**src/rtl/calc_op_sequencer.sv**
```systemverilog
// Clocked valid/ready front-end for the combinational calculate_2 core (ap_ctrl_hs),
// with a result FIFO and a watchdog. Optional perf counters: CALC_SEQ_PERF_CNT_EN.
module calc_op_sequencer #(
  parameter int DATA_W     = 32,
  parameter int FIFO_DEPTH = 4,
  parameter int TIMEOUT    = 255
) (
  input  logic              ap_clk,
  input  logic              ap_rst,
  input  logic              in_valid,
  output logic              in_ready,
  input  logic [DATA_W-1:0] in_a,
  input  logic [DATA_W-1:0] in_b,
  output logic              calc_ap_start,
  input  logic              calc_ap_done,
  input  logic              calc_ap_idle,
  input  logic              calc_ap_ready,
  output logic [DATA_W-1:0] calc_a,
  output logic [DATA_W-1:0] calc_b,
  input  logic [DATA_W-1:0] calc_ap_return,
  output logic              out_valid,
  input  logic              out_ready,
  output logic [DATA_W-1:0] out_data,
  output logic              out_err,
  output logic              busy
`ifdef CALC_SEQ_PERF_CNT_EN
  ,
  output logic [31:0]       perf_ops,
  output logic [15:0]       perf_timeouts
`endif
);

  localparam int          PW        = $clog2(FIFO_DEPTH);
  localparam logic [PW:0] DEPTH_C   = (PW+1)'(FIFO_DEPTH);
  localparam logic [PW:0] CNT_ONE   = 1;
  localparam logic [PW-1:0] PTR_ONE = 1;
  localparam logic [15:0] TIMEOUT_C = 16'(TIMEOUT);

  typedef enum logic [1:0] {S_IDLE, S_ISSUE, S_WAIT} state_e;

  typedef struct packed {
    logic              err;
    logic [DATA_W-1:0] data;
  } entry_t;

  state_e            state_q, state_d;
  logic [DATA_W-1:0] a_q, a_d, b_q, b_d;
  logic [15:0]       wd_q, wd_d, wd_inc;
  logic [PW-1:0]     wr_ptr_q, wr_ptr_d, rd_ptr_q, rd_ptr_d;
  logic [PW:0]       cnt_q, cnt_d;
  entry_t            mem_q [FIFO_DEPTH];
  entry_t            push_entry, head;
  logic              push, pop, timeout_hit;
  logic              core_idle_unused;

  // Core idle is advisory only; the FSM relies on start/ready/done.
  assign core_idle_unused = calc_ap_idle;

  assign in_ready    = (state_q == S_IDLE) && (cnt_q < DEPTH_C) && !ap_rst;
  assign out_valid   = (cnt_q != '0);
  assign pop         = out_valid && out_ready;
  assign head        = mem_q[rd_ptr_q];
  assign out_data    = out_valid ? head.data : '0;
  assign out_err     = out_valid ? head.err  : 1'b0;
  assign busy        = (state_q != S_IDLE) || out_valid;
  assign calc_a      = a_q;
  assign calc_b      = b_q;

  always_comb begin
    state_d       = state_q;
    a_d           = a_q;
    b_d           = b_q;
    wd_d          = wd_q;
    push          = 1'b0;
    push_entry    = '0;
    calc_ap_start = 1'b0;
    wd_inc        = wd_q + 16'd1;
    timeout_hit   = (wd_inc == TIMEOUT_C);
    case (state_q)
      S_IDLE: begin
        if (in_valid && in_ready) begin
          a_d     = in_a;
          b_d     = in_b;
          wd_d    = '0;
          state_d = S_ISSUE;
        end
      end
      S_ISSUE: begin
        calc_ap_start = 1'b1;
        wd_d          = wd_inc;
        if (calc_ap_done) begin
          push       = 1'b1;
          push_entry = '{err: 1'b0, data: calc_ap_return};
          state_d    = S_IDLE;
        end else if (timeout_hit) begin
          push       = 1'b1;
          push_entry = '{err: 1'b1, data: '0};
          state_d    = S_IDLE;
        end else if (calc_ap_ready) begin
          state_d = S_WAIT;
        end
      end
      S_WAIT: begin
        wd_d = wd_inc;
        if (calc_ap_done) begin
          push       = 1'b1;
          push_entry = '{err: 1'b0, data: calc_ap_return};
          state_d    = S_IDLE;
        end else if (timeout_hit) begin
          push       = 1'b1;
          push_entry = '{err: 1'b1, data: '0};
          state_d    = S_IDLE;
        end
      end
      default: state_d = S_IDLE;
    endcase
  end

  // Slot is reserved at accept, so push never finds the FIFO full.
  always_comb begin
    wr_ptr_d = push ? wr_ptr_q + PTR_ONE : wr_ptr_q;
    rd_ptr_d = pop  ? rd_ptr_q + PTR_ONE : rd_ptr_q;
    case ({push, pop})
      2'b10:   cnt_d = cnt_q + CNT_ONE;
      2'b01:   cnt_d = cnt_q - CNT_ONE;
      default: cnt_d = cnt_q;
    endcase
  end

  always_ff @(posedge ap_clk or posedge ap_rst) begin
    if (ap_rst) begin
      state_q  <= S_IDLE;
      a_q      <= '0;
      b_q      <= '0;
      wd_q     <= '0;
      wr_ptr_q <= '0;
      rd_ptr_q <= '0;
      cnt_q    <= '0;
    end else begin
      state_q  <= state_d;
      a_q      <= a_d;
      b_q      <= b_d;
      wd_q     <= wd_d;
      wr_ptr_q <= wr_ptr_d;
      rd_ptr_q <= rd_ptr_d;
      cnt_q    <= cnt_d;
    end
  end

  always_ff @(posedge ap_clk) begin
    if (push) mem_q[wr_ptr_q] <= push_entry;
  end

`ifdef CALC_SEQ_PERF_CNT_EN
  logic [31:0] perf_ops_q, perf_ops_d;
  logic [15:0] perf_to_q, perf_to_d;

  always_comb begin
    perf_ops_d = perf_ops_q;
    perf_to_d  = perf_to_q;
    if (push && (perf_ops_q != '1)) perf_ops_d = perf_ops_q + 32'd1;
    if (push && push_entry.err && (perf_to_q != '1)) perf_to_d = perf_to_q + 16'd1;
  end

  always_ff @(posedge ap_clk or posedge ap_rst) begin
    if (ap_rst) begin
      perf_ops_q <= '0;
      perf_to_q  <= '0;
    end else begin
      perf_ops_q <= perf_ops_d;
      perf_to_q  <= perf_to_d;
    end
  end

  assign perf_ops      = perf_ops_q;
  assign perf_timeouts = perf_to_q;
`endif

endmodule

```
**config.mk**
```make
export PLATFORM = sky130hd
export DESIGN_NAME = calc_op_sequencer
export DESIGN_NICKNAME = d
export VERILOG_FILES = /design/src/rtl/calc_op_sequencer.sv
export SDC_FILE = /design/constraint.sdc
export NUM_CORES = 1
export LEC_CHECK = 0
export CAP_MARGIN = 15
export CORE_UTILIZATION = 43
export DETAILED_ROUTE_END_ITERATION = 8
export GPL_TIMING_DRIVEN = 0
export PLACE_DENSITY = 0.7
export SYNTH_ARGS = -nofsm -noshare
export SYNTH_HDL_FRONTEND = slang
export SYNTH_SLANG_ARGS = --single-unit
```
**constraint.sdc**
```tcl
create_clock -name ap_clk -period 6.9 [get_ports ap_clk]
set_input_delay 1.725 -clock ap_clk [delete_from_list [all_inputs] [get_ports ap_clk]]
set_output_delay 1.725 -clock ap_clk [all_outputs]
set_load 0.02 [all_outputs]
```
Word-level counts from Yosys, hierarchy flattened --
Memory sizes are Yosys's and may differ from the RTL's. Index checks and enable logic that the tools add are counted.
Cells by class: add/subtract/negate cells 5, $lt $le $gt $ge 1, equality and inequality tests 8, muxes and demuxes 21, reductions and logical operators 15
Operators by type and width (number):
- 33-bit 2-to-1 mux | 3
- 32-bit 2-to-1 mux | 1
- 16-bit one-hot mux with 2 select lines | 1
- 16-bit by 1-bit adder with 16-bit output, second input constant | 1
- 16-bit by 8-bit equality test with 1-bit output, second input constant | 1
- 16-bit 2-to-1 mux | 1
- 2-bit 2-to-1 mux | 6
- 1-bit 2-to-1 mux | 7
- 2-bit one-hot mux with 3 select lines | 1
- 3-bit one-hot mux with 2 select lines | 1
- 2-bit nonzero test | 3
- 2-bit by 1-bit adder with 2-bit output, second input constant | 2
- 2-bit by 1-bit equality test with 1-bit output, second input constant | 2
- 2-bit equality test, second input constant | 2
- 1-bit logical AND | 4
- 4-bit inequality test, second input constant | 1
- 2-bit AND reduction | 2
- 3-bit by 1-bit adder with 3-bit output, second input constant | 1
- 3-bit less-than comparator, second input constant | 1
- 3-bit inequality test, second input constant | 1
- 3-bit AND reduction | 1
- 3-bit nonzero test | 1
- 3-bit by 1-bit subtractor with 3-bit output, second input constant | 1
- 2-bit logical NOT | 1
- other kinds (4) | 4
Storage, ports and cells: bits in registers 89, bits in writable memories 132, bits of input ports 103, output and inout port bits 101, logic and storage cells 58, memories kept 1
Memory list:
- mem_q | depth 4, width 33, rd ports 1, clocked after memory_dff 0, write ports 1, RTL line 51 | entry_t mem_q [FIFO_DEPTH];

Depth between registers and ports, before layout --
depth after elaboration 7, depth in mapped cells 13, mapped depth without buffers 13

Least setup slack after synthesis --
OpenSTA, ideal clock, no wires.
path kind input to output, start point input port ap_rst, end point output port in_ready, data arrival time 2.180 ns, required time 5.175 ns, path slack 2.995 ns, cell stages on the path 1, cell sequence nor3_1
Between the ends: longest elaborated chain between the ends 2
RTL lines:
- start, declared | RTL line 9 | input logic ap_rst,
- 1-bit logical NOT (no source line)
- 1-bit logical AND | RTL line 59 | assign in_ready = (state_q == S_IDLE) && (cnt_q < DEPTH_C) && !ap_rst;
- end, declared | RTL line 11 | output logic in_ready,
No other way between the ends.

Worst setup path after layout --
Same ends and word-level chain as after synthesis.

==> results.yml <==
clocking:
  root_buffer: "clkbuf_16"
  cts_resized: 0
  cts_setup_buffers: 0
  postCtsHoldBufs: 0
  clkLatencyLatePin_ns: 0.51
  cts_max_path_buffers: 3
  h-tree-depth: 1
  cts_tree: "done"
  cts_inserted_buffers: 24
  clk_transition_reported_paths_ns: 0.06
  clock_sinks: 221
synthesis:
  yosys-top-cells-count: "132 x edfxtp_1, 89 x dfrtp_1, 64 x mux2_2"
  synth_edf_count: 132
  synth.largest_area_cell: "edfxtp_1"
  yosys_warnings: 0
  netlist_instances: 566
  async_flop_share: 0.403
  synth_flop_cell: "edfxtp_1"
  synth_area_mm2: 0.00921
  ys_seq_area_frac: 0.672
  synth_top_area_share: 0.430
  avgSynthCellArea_um2: 16.3
  synth_seq_cells: 221
  yosysMostFrequentCell: "edfxtp_1"
  syn_nets: 680
  synth.area.top_cells: "edfxtp_1 43%, dfrtp_1 24%, mux4_2 8.1%, mux2_2 7.8%, and2_1 2.4%"
  synth.distinct_cells: 51
setup_path:
  path_delay_family: "buffers and inverters"
  crit_fanout: 3
  crit_arrival_ns: 3.02
  path_cells: "clkdlybuf4s50_1 > nor3_1 > clkdlybuf4s50_1"
  worst-path-buf-inv: 2
  r2r_cells: 7
  endpoint_kind: "output port"
  cpMostUsedCell: "clkdlybuf4s50_1"
  crit_slowest_cell: "clkdlybuf4s50_1"
  worstSetupStartpointType: "primary input"
  rr_endpoint: "mem_q[2][25]"
  crit_required_ns: 5.18
  path_class: "in -> out"
  max_stage_delay_ns: 0.65
  ff2ff_setup_slack_ns: 3.55
  r2r_start: "wd_q[0]"
floorplan:
  dieArea_mm2: 0.0220
  dieWidth_um: 148
  die_height_um: 148
  rows: 53
  coreArea_mm2: 0.0210
  start_util: 0.438
  ios: 204
sta:
  finalHoldViolCount: 0
  setup_slack_ns: 2.15
  maxSlewHeadroom: 0.368
  period_share: 0.688
  fin_tns_setup_ns: 0
  setup_viol: 0
  tightest_slew_ns: 0.948
  skew_ns: 0.0108
  rsz0062_at_grt: "no"
  max_freq_ghz: 0.211
  fin_crit_ns: 4.75
  final_max_slew_viol_count: 0
placement:
  io_buffers: 202
  pre_cts_ws_ns: 2.15
  routabilityCongestion: 0.839
  hpwl_um: 13900
run:
  drv_cap: 0
grt:
  grt_pass1_wl_um: 33000
  overflow: 0
  met3_usage: 0.0644
  grt_max_degree: 47
  grtUsageTotal: 0.193
  use_met1: 0.239
  met2_usage: 0.326
  antenna_found_initial: 0
  top_usage_layer: "met2"
  grt_pass1_vias: 6315
route:
  drtAntennaViolNets: 0
  routedWlPerCell_um: 18.8
  drtIter0Drc: 325
  vias: 5726
  routed_wl_um: 20400
  drc: 0
  vias_per_cell: 5.27
  first_pass_iters: 5
layout:
  area_growth_pct: 33.9
  drive_gt1_frac: 0.192
  multi_input_area_mm2: 0.00284
  seq_area_mm2: 0.00619
  fin_nets: 909
  fillers: 1626
  antenna_cells: 0
min_path:
  hp-class: "reg -> reg"
  hold_end: "calc_a[30]"
  whs_path_depth: 1
  min_from: "calc_a[30]"
status:
  outcome: "finished clean"
pwr:
  ir_worst_vdd_mv: 0.286
  p_per_area_mw_per_mm2: 451
  leakage_uw: 0.00467
-- cells by family (layout without fill, tap and decap cells) --
| kind of cell | Yosys count | after routing | share of synthesized area |
|---|---|---|---|
| buffers and inverters | 44 | 290 | 0.0192 |
| DFF | 221 | 221 | 0.672 |
| muxes | 98 | 98 | 0.161 |
| AOI/OAI and AO/OA | 50 | 50 | 0.0356 |
| xor gates and xnor gates | 7 | 7 | 0.00666 |
| adders and majority gates | 11 | 11 | 0.0158 |
| and+or+nand+nor | 135 | 135 | 0.0902 |
-- flip-flops by register name, summed over array words and instances, names as in the netlist --
| name | cells |
|---|---|
| mem_q | 132 |
| rd_ptr_q | 2 |
| wd_q | 16 |
| calc_b | 32 |
| calc_a | 32 |
| state_q | 2 |
| cnt_q | 3 |
| wr_ptr_q | 2 |
-- cell usage in the layout (no fill, tap or decap), drive strengths merged, types with 2 or more instances in the layout --
cell	n
ha	10
xnor2	4
nand2b	2
nand4	5
and4	2
inv	15
o31ai	5
o41ai	2
o21ai	25
nand3	10
a21boi	2
clkbuf	52
buf	10
nor3	4
nand2	11
a21oi	9
xor2	3
nor4	2
and3	35
mux4	33
and2	40
nor2	16
mux2	65
dfrtp	89
edfxtp	132
clkinv	10
clkdlybuf4s50	202
-- metrics by stage --
step	total power, µW	instance area (µm²)	util	std cells	hold slack (ns)
2_1_floorplan	3330	9210	-	566	0.462
3_3_place_gp	4350	11600	0.551	1043	0.477
3_5_place_dp	4410	11600	0.552	1044	0.496
4_1_cts	5620	12300	0.587	1087	0.509
5_1_grt	5870	12300	0.587	1087	0.520
6_report	5560	12300	0.587	1087	0.506
-- power breakdown --
part | switching (µW) | total (µW) | leakage, µW | internal (µW)
registers | 156 | 1940 | 0.00231 | 1780
clock network | 495 | 1190 | 0.000361 | 698
logic | 1230 | 2430 | 0.00200 | 1190
-- routing by layer --
layer | wire length, µm | up-vias | share of wire
li1 | - | 2605 | -
met1 | 8190 | 2861 | 0.40
met2 | 9970 | 235 | 0.49
met3 | 2020 | 25 | 0.099
met4 | 267 | 0 | 0.013
met5 | 0 | - | 0
-- worst max path at each step --
stage | startpoint | to | slack (ns) | depth (start not counted)
finish | ap_rst | in_ready | 2.15 | 3
global route | rd_ptr_q[0] | out_data[7] | 1.95 | 5
CTS | ap_rst | in_ready | 2.13 | 3
detailed placement | ap_rst | in_ready | 2.15 | 3
global placement | ap_rst | calc_a[2] | 1.54 | 2
floorplan | ap_rst | calc_a[0] | 2.87 | 1
-- layout make-up --
type                            count  area share
Timing Repair Buffer              203       0.166
Clock buffer                       31      0.0526
Inverter                           14     0.00446
Buffer                             30      0.0100
Multi-Input combinational cell    301       0.231
Sequential cell                   221       0.502
Tap cell                          275      0.0279
Clock inverter                     12     0.00670
(Power assumes the default switching activity.)
